==> config.mk <==
export PLATFORM = sky130hd
export DESIGN_NAME = layer_writeback
export DESIGN_NICKNAME = d
export VERILOG_FILES = /design/src/rtl/layer_writeback.sv
export SDC_FILE = /design/constraint.sdc
export NUM_CORES = 1
export LEC_CHECK = 0
export BUFFER_PORTS_ARGS = -buffer_cell sky130_fd_sc_hd__buf_4
export CAP_MARGIN = 10
export CORE_MARGIN = 2
export CORE_UTILIZATION = 53
export CTS_CLUSTER_SIZE = 30
export DETAILED_ROUTE_END_ITERATION = 16
export PLACE_DENSITY = 0.76
export REMOVE_ABC_BUFFERS = 1
export SYNTH_ARGS = -nofsm -noshare
export SYNTH_HDL_FRONTEND = slang
export SYNTH_SLANG_ARGS = --single-unit
==> constraint.sdc <==
create_clock -name clk -period 2.45 [get_ports clk]
set_clock_uncertainty 0.2 [all_clocks]
set_input_delay 0.3675 -clock clk [delete_from_list [all_inputs] [get_ports clk]]
set_output_delay 0.3675 -clock clk [all_outputs]
set_load 0.03 [all_outputs]
==> src/rtl/layer_writeback.sv <==
// layer_writeback: activation, result buffering and SRAM write-back for one layer round.
// Sums from the layer datapath are range-checked against the round's neuron count. They
// are activated, queued in a small FIFO and written to the activation SRAM at a
// round-dependent base address. A one-cycle layer_done pulse marks the round's last write.
// Optional feature: define ACT_RELU_EN to apply ReLU. Without it the activation is identity.
module layer_writeback #(
    parameter int unsigned DATA_W     = 16,
    parameter int unsigned ADDR_W     = 4,
    parameter int unsigned FIFO_DEPTH = 4,
    parameter int unsigned OUT_N0     = 6,
    parameter int unsigned OUT_N1     = 3,
    parameter int unsigned BASE0      = 0,
    parameter int unsigned BASE1      = 8
) (
    input  logic              clk,
    input  logic              rst,
    input  logic [1:0]        round,
    input  logic              sum_valid,
    output logic              sum_ready,
    input  logic [DATA_W-1:0] sum_data,
    input  logic [ADDR_W-1:0] sum_idx,
    output logic              sram_we,
    output logic [ADDR_W-1:0] sram_addr,
    output logic [DATA_W-1:0] sram_wdata,
    input  logic              sram_ack,
    output logic              layer_done,
    output logic [ADDR_W-1:0] wr_count,
    output logic              err
);

    localparam int unsigned PTR_W = $clog2(FIFO_DEPTH);
    localparam int unsigned CNT_W = PTR_W + 1;

    typedef struct packed {
        logic              rnd;
        logic [ADDR_W-1:0] addr;
        logic [DATA_W-1:0] data;
    } entry_t;

    typedef enum logic [1:0] {
        IDLE  = 2'd0,
        WRITE = 2'd1,
        DONE  = 2'd2
    } state_t;

    state_t            state, state_n;
    entry_t            mem [FIFO_DEPTH];
    logic [PTR_W-1:0]  wr_ptr, rd_ptr, rd_ptr_nxt;
    logic [CNT_W-1:0]  cnt, cnt_n;
    logic              accept, in_range, push, pop;
    logic              load_head, load_next, wr_inc, wr_clr;
    logic              cur_rnd;
    logic [DATA_W-1:0] act_data;
    logic [ADDR_W-1:0] base_addr, push_addr, wr_count_inc, target;
    entry_t            push_entry;

    assign accept     = sum_valid && sum_ready;
    assign push       = accept && in_range;
    assign rd_ptr_nxt = rd_ptr + PTR_W'(1);

    // Neuron index range check for the round presented with the transfer
    always_comb begin
        in_range = 1'b0;
        case (round)
            2'd0:    in_range = (32'(sum_idx) < OUT_N0);
            2'd1:    in_range = (32'(sum_idx) < OUT_N1);
            default: in_range = 1'b0;
        endcase
    end

    // Activation and address formation for the entry being pushed
    always_comb begin
`ifdef ACT_RELU_EN
        act_data = sum_data[DATA_W-1] ? '0 : sum_data;
`else
        act_data = sum_data;
`endif
        base_addr       = round[0] ? ADDR_W'(BASE1) : ADDR_W'(BASE0);
        push_addr       = base_addr + sum_idx;
        push_entry.rnd  = round[0];
        push_entry.addr = push_addr;
        push_entry.data = act_data;
    end

    // FIFO occupancy after this cycle's push/pop
    always_comb begin
        cnt_n = cnt;
        if (push && !pop) begin
            cnt_n = cnt + CNT_W'(1);
        end else if (!push && pop) begin
            cnt_n = cnt - CNT_W'(1);
        end
    end

    // FIFO storage (datapath only, no reset needed)
    always_ff @(posedge clk) begin
        if (push) begin
            mem[wr_ptr] <= push_entry;
        end
    end

    // FIFO pointers, occupancy and registered ready
    always_ff @(posedge clk or negedge rst) begin
        if (!rst) begin
            wr_ptr    <= '0;
            rd_ptr    <= '0;
            cnt       <= '0;
            sum_ready <= 1'b1;
        end else begin
            if (push) begin
                wr_ptr <= wr_ptr + PTR_W'(1);
            end
            if (pop) begin
                rd_ptr <= rd_ptr_nxt;
            end
            cnt       <= cnt_n;
            sum_ready <= (cnt_n != CNT_W'(FIFO_DEPTH));
        end
    end

    // Sticky error on out-of-range or invalid-round transfers
    always_ff @(posedge clk or negedge rst) begin
        if (!rst) begin
            err <= 1'b0;
        end else if (accept && !in_range) begin
            err <= 1'b1;
        end
    end

    assign wr_count_inc = wr_count + ADDR_W'(1);
    assign target       = cur_rnd ? ADDR_W'(OUT_N1) : ADDR_W'(OUT_N0);

    // Write FSM state register
    always_ff @(posedge clk or negedge rst) begin
        if (!rst) begin
            state <= IDLE;
        end else begin
            state <= state_n;
        end
    end

    // Write FSM next-state and control
    always_comb begin
        state_n   = state;
        pop       = 1'b0;
        load_head = 1'b0;
        load_next = 1'b0;
        wr_inc    = 1'b0;
        wr_clr    = 1'b0;
        case (state)
            IDLE: begin
                if (cnt != '0) begin
                    load_head = 1'b1;
                    state_n   = WRITE;
                end
            end
            WRITE: begin
                if (sram_ack) begin
                    pop    = 1'b1;
                    wr_inc = 1'b1;
                    if (wr_count_inc == target) begin
                        state_n = DONE;
                    end else if (cnt > CNT_W'(1)) begin
                        load_next = 1'b1;
                    end else begin
                        state_n = IDLE;
                    end
                end
            end
            DONE: begin
                wr_clr  = 1'b1;
                state_n = IDLE;
            end
            default: state_n = IDLE;
        endcase
    end

    // Registered SRAM request, write payload, done pulse and write counter
    always_ff @(posedge clk or negedge rst) begin
        if (!rst) begin
            sram_we    <= 1'b0;
            sram_addr  <= '0;
            sram_wdata <= '0;
            cur_rnd    <= 1'b0;
            layer_done <= 1'b0;
            wr_count   <= '0;
        end else begin
            sram_we    <= (state_n == WRITE);
            layer_done <= (state_n == DONE);
            if (load_head) begin
                sram_addr  <= mem[rd_ptr].addr;
                sram_wdata <= mem[rd_ptr].data;
                cur_rnd    <= mem[rd_ptr].rnd;
            end else if (load_next) begin
                sram_addr  <= mem[rd_ptr_nxt].addr;
                sram_wdata <= mem[rd_ptr_nxt].data;
                cur_rnd    <= mem[rd_ptr_nxt].rnd;
            end
            if (wr_clr) begin
                wr_count <= '0;
            end else if (wr_inc) begin
                wr_count <= wr_count_inc;
            end
        end
    end

endmodule

==> After elaboration in Yosys (flattened, before gate mapping) <==
Memories as Yosys holds them, arrays and structs flattened.
Cells that the tools add are included.
{ "classes": {"add_sub_neg": 6, "order_cmp": 3, "n_eq_ne": 7, "muxes": 29, "n_reduce_logical": 13} }
{ "ops": {"columns": ["op", "count"], "rows": [
  ["two-way mux 16 bit", 2],
  ["two-way mux 4 bit", 5],
  ["two-way mux 1 bit", 13],
  ["two-way mux 3 bit", 3],
  ["two-way mux 2 bit", 4],
  ["equality test 2 x 1 -> 1 bit (second input constant)", 3],
  ["logical AND 1 bit", 5],
  ["adder 2 x 1 -> 2 bit (second input constant)", 2],
  ["adder 4 x 1 -> 4 bit (second input constant)", 1],
  ["adder 4 bit", 1],
  ["equality test 2 bit (second input constant)", 2],
  ["equality test 4 x 3 -> 1 bit", 1],
  ["zero test 2 bit", 2],
  ["< comparator 4 x 2 -> 1 bit (second input constant)", 1],
  ["< comparator 4 x 3 -> 1 bit (second input constant)", 1],
  ["one-hot mux 2 bit (2 select lines)", 1],
  ["nonzero test 2 bit", 2],
  ["adder 3 x 1 -> 3 bit (second input constant)", 1],
  ["> comparator 3 x 1 -> 1 bit (second input constant)", 1],
  ["zero test 1 bit", 3],
  ["!= test 3 bit (second input constant)", 1],
  ["nonzero test 3 bit", 1],
  ["subtractor 3 x 1 -> 3 bit (second input constant)", 1],
  ["one-hot mux 1 bit (2 select lines)", 1]
]} }
{ "word_totals": {"ff_bits": 38, "ram_bits": 84, "input_bits": 26, "output_inout_bits": 28, "elab_cells": 71, "n_memories": 1} }
{ "mem_list": {"columns": ["name", "depth", "word_bits", "rd", "rd_ports_with_merged_regs", "wr", "line_no", "source"], "rows": [
  ["mem", 4, 21, 2, 0, 1, "47", "entry_t mem [FIFO_DEPTH];"]
]} }

==> Logic depth before layout (Yosys ltp) <==
{ "logic_depth": {"ltp_word": 8, "ltp_mapped": 7, "depth_no_buf": 6} }

==> Least setup slack after synthesis <==
No wires, ideal clock.
{ "synth_path": {"path_type": "in2reg", "start": "input sum_idx[1]", "end": "memory mem[0][0] in the netlist's numbering (enable)", "setup_ns": 0.379, "t_arrival_ns": 1.904, "required_time_ns": 1.871, "setup_slack_ns": -0.034, "path_stages": 4, "n_path_buf": 1, "path_cell_list": "a211o_1 a211oi_2 clkbuf_1 and2_1"} }
{ "synth_between": {"elab_chain_cells": 5, "word_cells_on_any_way": 6, "classes_between": "2 x order compare; 3 x mux; 1 x reduce/logical"} }
{ "synth_rtl": {"columns": ["element", "line_no", "source"], "rows": [
  ["start, declared", "21", "input logic [ADDR_W-1:0] sum_idx,"],
  ["< comparator 4 x 2 -> 1 bit / < comparator 4 x 3 -> 1 bit (equally long branches)", "66, 65", null],
  ["one-hot mux 1 bit (2 select lines) (*)", "64", "case (round)"],
  ["logical AND 1 bit (*)", "58", "assign push = accept && in_range;"],
  ["two-way mux 1 bit (*)", "97", "if (push) begin"],
  ["two-way mux 1 bit (not written as such) (*)", "98", "mem[wr_ptr] <= push_entry;"],
  ["end, declared", "47", null]
]} }
Mark *: on every way between the ends. The rest lies on a longest branch, timed or not.

==> Final worst setup path <==
{ "layout_path": {"start": "input sum_idx[1]", "end": "memory mem[1][17] in the netlist's numbering (enable)"} }
Same word-level chain as after synthesis.

==> metrics list <==
- In the final layout, the share of cells above drive strength 1 is 37.9%.
* HPWL reported at the end of detailed placement: 6.97 mm
- Setup violations remaining at the end of the flow were counted as 0.
- 54 I/O pins were placed.
- Clock transition at the register clock pins on the worst setup and hold paths after CTS: 0.06 ns
- In this run, placement finished with an instance count of 503.
* Post-Synthesis Cells: between 300 and 400
* Final wirelength: 11.0 mm
- Total power draw: around 8900 uW
- Vias: ~3200
* Most frequent cell on the critical path: buf_4
- The floorplan step defined a die boundary enclosing 11200 sq um.
- The largest individual stage delay along the critical path comes from the cell dlygate4sd3_1.
- Buffer count from post-CTS setup fixing: 0
- Die span in y: 106 um
* Setup WS pre-CTS: about 0.21 ns
- Yosys mapped the design onto 40 distinct sky130hd cell types.
- Final worst setup slack: 0.173 ns
- Synthesis inferred 122 register bits.
- In this run, synthesis inferred 84 flip-flops with an integrated enable.
- Routability-driven placement finished with a final weighted congestion of 0.780.
* H-tree levels: 4
- Final core occ: 68.7%
- Via count of the first global-routing pass: 3523
- Across every metal layer, demand over resource in global routing totals 21.6%.
- After detailed routing, the number of remaining DRC violations is 0.
- Summed over all cells, the static leakage comes to between 0.002 and 0.003 uW.
- The number of endpoints with negative hold slack in the final report was 0.
* Number of design-rule violations left by the first detailed-router iteration: between 150 and 200
- The clock drives 122 sinks.
- Gates resized, CTS repair: 0
* Buffer depth of the longest clock path: 2
- After detailed routing, the number of vias per cell comes to 5.83.
- Synth top cells by count: 84 x edfxtp_1, 42 x mux4_2, 37 x dfrtp_1
- STA classifies the critical path startpoint as a primary input.
* Proportion of register bits with asynchronous set or reset after synthesis: 31.1%
* Number of buffers added by the clock tree synthesis step: 17
* Wire length of the first global-routing pass: between 15 and 20 mm
- The worst setup path is captured at a flip-flop.
- Max rail drop VDD: 0.636 mV
* Hold Crit Class: primary input to flip-flop
- Final net count: around 440
- Post-synthesis average cell area: roughly 17 sq um
- Total count of max-transition violations in the final report: 0
* Predominant post-synthesis flop cell: edfxtp_1
- Sequential cells were found to cover 63.2% of the synthesized design area.
- In this design, the stage delay of the slowest critical-path cell is 0.54 ns.
- On the final layout, the worst hold slack is 0.0218 ns.
* Antenna diode count: 0
- The biggest area contributor in the post-synthesis netlist is edfxtp_1.
- Clock latency on the worst-skew pair, taken at its later pin, is 0.51 ns.
- The first detailed-routing pass ran for 4 iterations.
- The worst path needs 2.28 ns of the cycle, external delays included.
* Cell-by-cell trace of the critical path: dlygate4sd3_1 > buf_4 > a211o_1 > a211oi_2 > buf_4 > and2_1 > buf_12
- Most frequent cell after synthesis: edfxtp_1
- In this run the most critical hold path is launched from sum_valid.
* Final Cycle Share: 92.9%
- The region available for standard cell placement spans 10200 sq um.
* Count of buffers inserted at the top-level ports: 53
* Transition at the pin with the smallest max-transition slack: 0.578 ns
* Largest net degree at the start of global routing: 39
- Row count: 37
- RSZ-0062 raised after global routing: false
* Avg WL per Cell: 19.8 um
* Area of the mapped netlist: 5500 sq um
- Congestion Overflow GR: 0
* Synthesis-to-finish area growth: 27.3%
- Max capacitance violation total: 0
- In this run the worst path has a maximum fanout of 17.
* Die Span X: 106 um
- The filler cells instantiated in the layout total between 600 and 700.
- Max frequency: between 0.4 and 0.5 GHz
- Sorting the synthesized cells by area gives the leading types as edfxtp_1 46%, mux4_2 17%, dfrtp_1 17%, ha_1 2.0%, o221a_1 2.0%.
* Data arrival time of the worst path: roughly 2.3 ns
- The tree is rooted in a clkbuf_8.
- The flow ran to the end, and the final reports show no timing, DRC or antenna violations.
* Starting density of the core: 54.0%
* Initial antenna violation count: 0
* Number of nets still failing antenna checks after routing: 0
- PD cells: 1260 nW/um^2
* CTS tree: built
* Setup CP Type: primary input to flip-flop
- Leaving out filler cells and counting taps, the final layout contains 556.
- STA puts the critical path data required time at 2.46 ns.
* CTS hold repair buffers: 21
- R2r startpoint: wr_count[0]
- Critical path origin: sum_idx[1]
- Warning count from the yosys run: 0
* Max_slew headroom: roughly three fifths
- Summed over its instances, the top area cell type makes up 45.9% of the synthesized netlist area.
[state kept, by name, summed over array words and instances, names as in the netlist, 2 cells and up]
name,cells
rd_ptr,2
sram_addr,4
mem,84
cnt,3
wr_ptr,2
sram_wdata,16
wr_count,4
state,2
[report_power, final]
group	switching, uW	internal [uW]
logic	1790	1740
registers	318	2580
clock network	868	1560
[worst max-delay path, delay by kind of cell]
kind | cells | cell delay, ns
buffers and inverters | 4 | 1.12
AO/OA/AOI/OAI | 2 | 0.56
AND/OR/NAND/NOR | 1 | 0.23
[stage by stage]
step / setup TNS (ns) / cell area, sq um
floorplan: -21.73 / 5410
global placement: 0 / 6210
detailed placement: 0 / 6210
CTS: 0 / 7000
global route: 0 / 7000
finish: 0 / 7000
[cell usage in the layout, fill, tap and decap left out, types with 7 or more instances in the layout]
master,n
buf_4,66
nand2_1,12
a21oi_1,9
nor2_1,7
o21ai_0,8
dfrtp_1,35
inv_1,7
dlygate4sd3_1,21
ha_1,9
mux4_2,42
clkbuf_16,16
o221a_1,10
nand2b_1,16
xnor2_1,7
mux2i_1,8
edfxtp_1,84
[logic make-up after synthesis]
| kind of cell | count (synthesis) | synth area share, % |
|---|---|---|
| buffers and inverters | 27 | 2.14 |
| adder cells (fa/ha/maj) | 10 | 2.23 |
| AO/OA/AOI/OAI | 46 | 7.12 |
| flip-flops | 122 | 63.2 |
| XOR/XNOR | 9 | 1.43 |
| multiplexers | 50 | 18.7 |
| AND/OR/NAND/NOR | 51 | 5.21 |
[metal layers]
metal  vias to the layer above  wire [um]  track usage [%]
met5                         -          0                0
met4                         0        200             8.55
met3                        18        441             5.38
met2                        93       5950             37.2
met1                      1681       4440             26.2
li1                       1449          -                -
[worst paths after layout]
kind	cells after the start	slack (ns)	end
worst max-delay path	7	0.17	mem[1][17]
worst min-delay path	3	0.02	err
worst max register to register	6	0.19	sram_wdata[15]
worst min register to register	1	0.29	err
max in group asynchronous	2	1.47	rd_ptr[1]
min in group asynchronous	2	0.19	wr_count[2]
[area by class of cell]
cell class,count,area (sq um),area share [%]
clock inverter,13,151,2.16
sequential,122,3480,49.7
timing repair buffer,93,826,11.8
clock buffer,19,432,6.17
inverter,7,26.3,0.375
multi-input combinational,166,1920,27.4
tap,136,170,2.43
No activity file was read; power rests on OpenSTA's default activity.
